--- src/rtl/core_scheduler_if.sv ---
// core_scheduler_if: fetcher handshake, pipeline strobes and
// decoder/LSU/PC-unit feedback shared by the core scheduler.
interface core_scheduler_if #(
  parameter int THREADS_PER_BLOCK = 4,
  parameter int PC_BITS           = 8
);
  logic                                 fetch_req;
  logic                                 fetch_done;
  logic [PC_BITS-1:0]                   current_pc;
  logic                                 decode_en;
  logic                                 request_en;
  logic                                 execute_en;
  logic                                 update_en;
  logic                                 is_ldr;
  logic                                 is_str;
  logic                                 is_halt;
  logic [THREADS_PER_BLOCK-1:0]         lsu_busy;
  logic [THREADS_PER_BLOCK*PC_BITS-1:0] next_pc;

  modport master (
    output fetch_req, current_pc,
    output decode_en, request_en,
    output execute_en, update_en,
    input  fetch_done,
    input  is_ldr, is_str, is_halt,
    input  lsu_busy, next_pc
  );

  modport slave (
    input  fetch_req, current_pc,
    input  decode_en, request_en,
    input  execute_en, update_en,
    output fetch_done,
    output is_ldr, is_str, is_halt,
    output lsu_busy, next_pc
  );
endinterface

--- src/rtl/core_scheduler.sv ---
// core_scheduler: per-core SIMT sequencing FSM and shared PC.
// Optional macro DIVERGENCE_CHECK_EN: stop on lane PC mismatch.
module core_scheduler #(
  parameter int THREADS_PER_BLOCK = 4,
  parameter int PC_BITS           = 8,
  parameter int CNT_BITS          = 16
) (
  input  logic                         clk,
  input  logic                         reset,
  input  logic                         start,
  input  logic [THREADS_PER_BLOCK-1:0] thread_enable,
  core_scheduler_if.master             bus,
  output logic [2:0]                   core_state,
  output logic                         done,
  output logic [CNT_BITS-1:0]          instr_count,
  output logic                         diverge_err
);

  typedef enum logic [2:0] {
    S_IDLE    = 3'd0,
    S_FETCH   = 3'd1,
    S_DECODE  = 3'd2,
    S_REQUEST = 3'd3,
    S_WAIT    = 3'd4,
    S_EXECUTE = 3'd5,
    S_UPDATE  = 3'd6,
    S_DONE    = 3'd7
  } state_t;

  state_t             state;
  logic [PC_BITS-1:0] pc_q;
  logic [PC_BITS-1:0] lead_pc;
  logic               lead_found;
  logic               mismatch;
  logic               mem_op;
  logic               lanes_idle;

  assign mem_op     = bus.is_ldr | bus.is_str;
  assign lanes_idle = (bus.lsu_busy & thread_enable) == '0;

  // PC of the lowest-index enabled lane, lane 0 when none enabled
  always_comb begin
    lead_pc    = bus.next_pc[PC_BITS-1:0];
    lead_found = 1'b0;
    for (int i = 0; i < THREADS_PER_BLOCK; i++) begin
      if (thread_enable[i] && !lead_found) begin
        lead_pc    = bus.next_pc[i*PC_BITS +: PC_BITS];
        lead_found = 1'b1;
      end
    end
  end

`ifdef DIVERGENCE_CHECK_EN
  // any enabled lane disagreeing with the lead lane diverges
  always_comb begin
    mismatch = 1'b0;
    for (int i = 0; i < THREADS_PER_BLOCK; i++) begin
      if (thread_enable[i] &&
          bus.next_pc[i*PC_BITS +: PC_BITS] != lead_pc)
        mismatch = 1'b1;
    end
  end
`else
  assign mismatch = 1'b0;
`endif

  // sequencing FSM, PC and retired-instruction counter
  always_ff @(posedge clk) begin
    if (reset) begin
      state       <= S_IDLE;
      pc_q        <= '0;
      instr_count <= '0;
      diverge_err <= 1'b0;
    end else begin
      case (state)
        S_IDLE: begin
          if (start) begin
            state       <= S_FETCH;
            pc_q        <= '0;
            instr_count <= '0;
          end
        end
        S_FETCH: begin
          if (bus.fetch_done)
            state <= S_DECODE;
        end
        S_DECODE:  state <= S_REQUEST;
        S_REQUEST: state <= S_WAIT;
        S_WAIT: begin
          if (!mem_op || lanes_idle)
            state <= S_EXECUTE;
        end
        S_EXECUTE: state <= S_UPDATE;
        S_UPDATE: begin
          instr_count <= instr_count + 1'b1;
          if (bus.is_halt) begin
            state <= S_DONE;
          end else begin
            pc_q <= lead_pc;
            if (mismatch) begin
              diverge_err <= 1'b1;
              state       <= S_DONE;
            end else begin
              state <= S_FETCH;
            end
          end
        end
        S_DONE:  state <= S_DONE;
        default: state <= S_IDLE;
      endcase
    end
  end

  assign core_state     = state;
  assign bus.current_pc = pc_q;
  assign bus.fetch_req  = state == S_FETCH;
  assign bus.decode_en  = state == S_DECODE;
  assign bus.request_en = state == S_REQUEST;
  assign bus.execute_en = state == S_EXECUTE;
  assign bus.update_en  = state == S_UPDATE;
  assign done           = state == S_DONE;

endmodule

--- src/flat_wrapper.sv ---
// flat-port wrapper written by rule: the top's interface ports become plain ports
module core_scheduler_flat 
#(
  parameter int THREADS_PER_BLOCK = 4,
  parameter int PC_BITS           = 8,
  parameter int CNT_BITS          = 16
)
  (clk, reset, start, thread_enable, core_state, done, instr_count, diverge_err, bus_fetch_req, bus_current_pc, bus_decode_en, bus_request_en, bus_execute_en, bus_update_en, bus_fetch_done, bus_is_ldr, bus_is_str, bus_is_halt, bus_lsu_busy, bus_next_pc);
  core_scheduler_if #(.THREADS_PER_BLOCK(THREADS_PER_BLOCK), .PC_BITS(PC_BITS)) bus_i ();
  input  logic clk;
  input  logic reset;
  input  logic start;
  input  logic [THREADS_PER_BLOCK-1:0] thread_enable;
  output logic [2:0] core_state;
  output logic done;
  output logic [CNT_BITS-1:0] instr_count;
  output logic diverge_err;
  output wire logic [$bits(bus_i.fetch_req)-1:0] bus_fetch_req;
  output wire logic [$bits(bus_i.current_pc)-1:0] bus_current_pc;
  output wire logic [$bits(bus_i.decode_en)-1:0] bus_decode_en;
  output wire logic [$bits(bus_i.request_en)-1:0] bus_request_en;
  output wire logic [$bits(bus_i.execute_en)-1:0] bus_execute_en;
  output wire logic [$bits(bus_i.update_en)-1:0] bus_update_en;
  input wire logic [$bits(bus_i.fetch_done)-1:0] bus_fetch_done;
  input wire logic [$bits(bus_i.is_ldr)-1:0] bus_is_ldr;
  input wire logic [$bits(bus_i.is_str)-1:0] bus_is_str;
  input wire logic [$bits(bus_i.is_halt)-1:0] bus_is_halt;
  input wire logic [$bits(bus_i.lsu_busy)-1:0] bus_lsu_busy;
  input wire logic [$bits(bus_i.next_pc)-1:0] bus_next_pc;
  assign bus_fetch_req = bus_i.fetch_req;
  assign bus_current_pc = bus_i.current_pc;
  assign bus_decode_en = bus_i.decode_en;
  assign bus_request_en = bus_i.request_en;
  assign bus_execute_en = bus_i.execute_en;
  assign bus_update_en = bus_i.update_en;
  assign bus_i.fetch_done = bus_fetch_done;
  assign bus_i.is_ldr = bus_is_ldr;
  assign bus_i.is_str = bus_is_str;
  assign bus_i.is_halt = bus_is_halt;
  assign bus_i.lsu_busy = bus_lsu_busy;
  assign bus_i.next_pc = bus_next_pc;
  core_scheduler #(.THREADS_PER_BLOCK(THREADS_PER_BLOCK), .PC_BITS(PC_BITS), .CNT_BITS(CNT_BITS)) u_core (.clk(clk), .reset(reset), .start(start), .thread_enable(thread_enable), .bus(bus_i), .core_state(core_state), .done(done), .instr_count(instr_count), .diverge_err(diverge_err));
endmodule
--- config.mk ---
export PLATFORM = sky130hd
export DESIGN_NAME = core_scheduler_flat
export DESIGN_NICKNAME = d
export VERILOG_FILES = /design/src/rtl/core_scheduler_if.sv /design/src/rtl/core_scheduler.sv /design/src/flat_wrapper.sv
export SDC_FILE = /design/constraint.sdc
export NUM_CORES = 1
export LEC_CHECK = 0
export ABC_AREA = 1
export ABC_CLOCK_PERIOD_IN_PS = 1600
export BUFFER_PORTS_ARGS = -buffer_cell sky130_fd_sc_hd__buf_2
export CAP_MARGIN = 10
export CORE_MARGIN = 2
export CORE_UTILIZATION = 47
export CTS_CLUSTER_SIZE = 30
export DETAILED_ROUTE_END_ITERATION = 12
export PLACE_DENSITY = 0.8
export REMOVE_ABC_BUFFERS = 1
export SLEW_MARGIN = 10
export SYNTH_ARGS = -nofsm -noshare
export SYNTH_HDL_FRONTEND = slang
export SYNTH_SLANG_ARGS = --single-unit
--- constraint.sdc ---
create_clock -name clk -period 1.6 [get_ports clk]
set_input_delay 0.32 -clock clk [delete_from_list [all_inputs] [get_ports clk]]
set_output_delay 0.32 -clock clk [all_outputs]
set_load 0.005 [all_outputs]
Yosys cells after proc, flatten, opt, wreduce, memory -nomap -nowiden
Index checks and enable logic that the tools add are counted.
{ "word_totals": {"regBits": 27, "input_bits": 47, "out_inout_bits": 34, "wordCells": 47} }
{ "classes": {"add_sub_neg": 1, "eq_ne": 11, "mux": 16, "bitwise_logic": 2, "n_reduce_logical": 14} }
{ "op_table": {"columns": ["cell", "count"], "rows": [
  ["$mux 8", 5],
  ["$pmux 16 s2", 1],
  ["$pmux 3 s8", 1],
  ["$add 16x1->16 const B", 1],
  ["$mux 16", 1],
  ["$pmux 8 s2", 1],
  ["$eq 3x3->1 const B", 4],
  ["$mux 3", 4],
  ["$eq 3x2->1 const B", 2],
  ["$reduce_and 3->1", 2],
  ["$and 4x4->4", 1],
  ["$logic_not 1->1", 4],
  ["$logic_not 4->1", 1],
  ["$ne 2x1->1 const B", 2],
  ["$ne 2x2->1 const B", 2],
  ["$eq 3x1->1 const B", 1],
  ["$logic_and 1x1->1", 3],
  ["$logic_not 3->1", 1],
  ["$mux 1", 3],
  ["$reduce_and 2->1", 1],
  ["$reduce_bool 2->1", 1],
  ["$logic_or 1x1->1", 1],
  ["$or 1x1->1", 1]
]} }

Logic depth before layout (Yosys ltp)
{ "logic_depth": {"word_depth": 12, "ltp_mapped": 10, "ltp_nobuf": 9} }

Worst setup path before layout
OpenSTA, ideal clock, no wires.
{ "synth_timing": {"kind": "register -> register", "startpoint": "register u_core.instr_count[0]", "endpoint": "register u_core.instr_count[14]", "arrival_time_ps": 1164, "t_required_ps": 1490, "setup_slack_ps": 326, "stages_incl_launch_ff": 9, "n_path_buf": 0, "period_less_slack_ps": 1274, "cell_sequence": "dfxtp_1 ha_1 nand2_1 nor2_1 nand3_1 nor2_1 nand3_1 nand2_1 nor2_1"} }
{ "synth_between": {"elab_chain_cells": 2} }
{ "synth_lines": {"columns": ["element", "line_no", "source"], "rows": [
  ["start: declaration", "core_scheduler.sv:15", "output logic [CNT_BITS-1:0] instr_count,"],
  ["start signal: assignment", "core_scheduler.sv:95", "instr_count <= instr_count + 1'b1;"],
  ["$add 16x1->16", "core_scheduler.sv:95", null],
  ["$pmux 16 s2", "core_scheduler.sv:75", "case (state)"]
]} }
Every way passes these cells.
A chain may end at the register's enable or synchronous reset.

Worst setup path in the final report
{ "layout_timing": {"startpoint": "register u_core.state[1] (netlist: u_core.core_state[1])", "endpoint": "output port done"} }
{ "layout_between": {"elab_chain_cells": 1} }
{ "layout_lines": {"columns": ["element", "line_no", "source"], "rows": [
  ["start: declaration", "core_scheduler.sv:30", "state_t state;"],
  ["start signal: assignment", "core_scheduler.sv:70", "state <= S_IDLE;"],
  ["start signal: assignment", "core_scheduler.sv:78", "state <= S_FETCH;"],
  ["start signal: assignment", "core_scheduler.sv:85", "state <= S_DECODE;"],
  ["$eq 3x3->1", "core_scheduler.sv:121", "assign done = state == S_DONE;"],
  ["end: declaration", "flat_wrapper.sv:15", "output logic done;"]
]} }
Every way passes these cells.

==> run_results.csv <==
group,metric,value,unit
setup_path,startpoint_type,"flop",
timing,final_max_slew_viol_count,0,
setup_path,worstPathMaxFanout,6,
final_layout,drive_gt1_frac,0.284,
placement,place_congestion,0.836,
floorplan,die_w,66.2,um
clock_tree,cts_sinks,27,
synth,synth_area_leaders,"dfxtp_1 30%, nand2_1 21%, nand3_1 11%",
synth,async_reset_ff_frac,0,
synth,yosys_warnings,0,
placement,port_buffers,79,
power_and_ir_drop,ir_worst_vdd,0.000373,V
global_route,grt_overflow_total,0,
timing,fmax,667,MHz
synth,synth.distinct_cells,30,
power_and_ir_drop,powerDensity,622,nW/um^2
min_path,hp-class,"in -> reg",
timing,hold_viol_final,0,
timing,fin_skew,0.00643,ns
drt,via_per_inst,4.88,
timing,period_minus_slack,1.50,ns
drt,vias,2177,
setup_path,critPathKind,"reg -> out",
setup_path,cp.arrival,1.18,ns
power_and_ir_drop,intPower,1.01,mW
clock_tree,cts-root-buf,"clkbuf_8",
global_route,grt_use_total,0.231,
synth,synth.cell_area,1820,um^2
power_and_ir_drop,p_comb_frac,0.241,
synth,synth.avg_cell_area,5.85,um^2
floorplan,die_area,4390,um^2
setup_path,r2r_slack,0.20,ns
run,maxCapViolations,0,
clock_tree,cts_hold_buffers,0,
setup_path,r2r_start,"u_core.core_state[1]$_SDFFE_PP0P_",
global_route,grt_pass1_vias,2026,
drt,first_iter_violations,123,
power_and_ir_drop,p_leak,1.28,nW
floorplan,ioPinCount,81,
power_and_ir_drop,pwr-share-seq,0.484,
run_status,outcome,"completed",
min_path,min_to,"u_core.bus.current_pc[1]$_SDFFE_PP0P_",
placement,place_hpwl,3.70,mm
drt,ant_nets,0,
timing,setup_tns,0,ns
final_layout,areaGrowthSynthToFinish,30.0,%
timing,rsz0062_at_grt,"false",
global_route,grt_max_degree,17,
floorplan,core,3690,um^2
floorplan,die_y,66.2,um
final_layout,diodes,0,
power_and_ir_drop,p_sw,0.460,mW
clock_tree,worstSkewPairLatency,0.28,ns
clock_tree,clk_pin_slew_worst_paths,0.09,ns
synth,synth_top_area_share,0.297,
synth,synth_edf_count,0,
power_and_ir_drop,p_clk_frac,0.275,
clock_tree,tritoncts.num_buffers,3,
timing,period_share,0.937,
power_and_ir_drop,sw_frac_of_total,0.313,
clock_tree,cts_tree,"done",
min_path,hold_depth,3,
synth,yosysTopAreaCell,"dfxtp_1",
setup_path,r2r-end,"u_core.bus.current_pc[3]$_SDFFE_PP0P_",
synth,ys_ff_latch,27,
synth,netlist_instances,311,
global_route,antenna_found_initial,0,
global_route,grt_pass1_wl,8.20,mm
synth,yosysMostFrequentCell,"nand2_1",
setup_path,end_kind,"primary output",
drt,wl,4.68,mm
synth,synthTopCellsByCount,"101 x nand2_1, 48 x inv_1, 39 x nand3_1",
setup_path,r2r_cells,7,
final_layout,final_util,0.642,
timing,finalSetupViolCount,0,
setup_path,cp_data_required_time,1.28,ns
drt,wire_per_inst,10.5,um
final_layout,nets,447,
clock_tree,h-tree-depth,1,
drt,drtPass1Iterations,5,
floorplan,rows,22,
synth,synth-main-ff-cell,"dfxtp_1",
clock_tree,cts_buffer_depth,2,
synth,ys_seq_area_frac,0.297,
min_path,hp-start,"reset",
floorplan,start_util,0.494,
drt,drc,0,
[repair_timing]
| action | CTS | global route |
|---|---|---|
| pin swaps | 1 | 0 |
| setup endpoints to repair | 1 | 3 |
| gates resized for setup | 0 | 4 |
| setup buffers | 3 | 0 |
[cell families after synthesis]
family | after synthesis | share of synthesized area
buffers and inverters | 56 | 0.125
other | 1 | 0.00206
AND/OR/NAND/NOR | 188 | 0.456
flip-flops | 27 | 0.297
AO/OA/AOI/OAI | 38 | 0.113
adder cells (fa/ha/maj) | 1 | 0.00687
[critical path, stage by stage, from the launching register on]
cell and delay, ns:
dfxtp_1 0.45, nand2_2 0.13, clkinv_2 0.10, nand2_1 0.07, inv_1 0.06, buf_2 0.10
[routing by layer]
| metal | vias to the layer above | global-route usage | part of all wire | wire length [um] |
|---|---|---|---|---|
| li1 | 1144 | - | - | - |
| met1 | 967 | 0.286 | 0.46 | 2130 |
| met2 | 62 | 0.421 | 0.48 | 2260 |
| met3 | 4 | 0.0307 | 0.053 | 250 |
| met4 | 0 | 0.0485 | 0.0058 | 27 |
| met5 | - | 0 | 0 | 0 |
[layout by cell type (no fill, tap or decap), drive strengths merged]
cell    count
a21oi      20
a22oi       1
and3        1
buf        89
clkbuf      4
clkinv      1
conb        1
dfxtp      27
ha          1
inv        49
nand2     106
nand3      39
nand4       3
nor2       28
nor3        4
nor3b       1
o21a        1
o21ai      13
o21bai      2
o22ai       1
or2         6
[worst max-delay path by stage]
stage,depth (start not counted),from,slack [ns],end
2_1_floorplan,6,u_core.core_state[2]$_SDFFE_PP0P_,0.30,u_core.bus.current_pc[1]$_SDFFE_PP0P_
3_3_place_gp,5,u_core.instr_count[2]$_SDFFE_PP0P_,0.23,u_core.instr_count[11]$_SDFFE_PP0P_
5_1_grt,5,u_core.core_state[1]$_SDFFE_PP0P_,0.009,done
6_report,5,u_core.core_state[1]$_SDFFE_PP0P_,0.10,done
4_1_cts,4,u_core.core_state[0]$_SDFFE_PP0P_,0.06,bus_decode_en
3_5_place_dp,6,u_core.core_state[2]$_SDFFE_PP0P_,0.14,u_core.bus.current_pc[1]$_SDFFE_PP0P_
[cell type report]
type	instances	area, um^2
fillers	364	1320
multi-input cells	228	1060
flip-flops and latches	27	543
repair buffers	89	470
inverters	50	189
well taps	48	60.1
clock buffers	4	45.0
[power by group through the flow]
stage	combinational [mW]	clock [mW]	sequential [mW]
2_1_floorplan	0.201	0	0.723
3_3_place_gp	0.355	0	0.724
3_5_place_dp	0.356	0	0.725
4_1_cts	0.358	0.406	0.709
5_1_grt	0.405	0.430	0.717
6_report	0.355	0.405	0.713
[sequential cells by signal, summed over array words and instances, names as in the netlist]
register               cells
u_core.instr_count        16
u_core.core_state          3
u_core.bus.current_pc      8
[stage by stage]
| step | power (mW) | cells | area (um^2) | hold WS, ns | setup slack [ns] |
|---|---|---|---|---|---|
| 4_1_cts | 1.47 | 446 | 2360 | 0.400 | 0.0565 |
| 6_report | 1.47 | 446 | 2370 | 0.397 | 0.102 |
| 3_3_place_gp | 1.08 | 439 | 2290 | 0.450 | 0.233 |
| 3_5_place_dp | 1.08 | 439 | 2290 | 0.457 | 0.143 |
| 5_1_grt | 1.55 | 446 | 2370 | 0.418 | 0.00940 |
| 2_1_floorplan | 0.924 | 305 | 1780 | 0.382 | 0.298 |
Note: power is estimated with default switching activity, not from simulation.
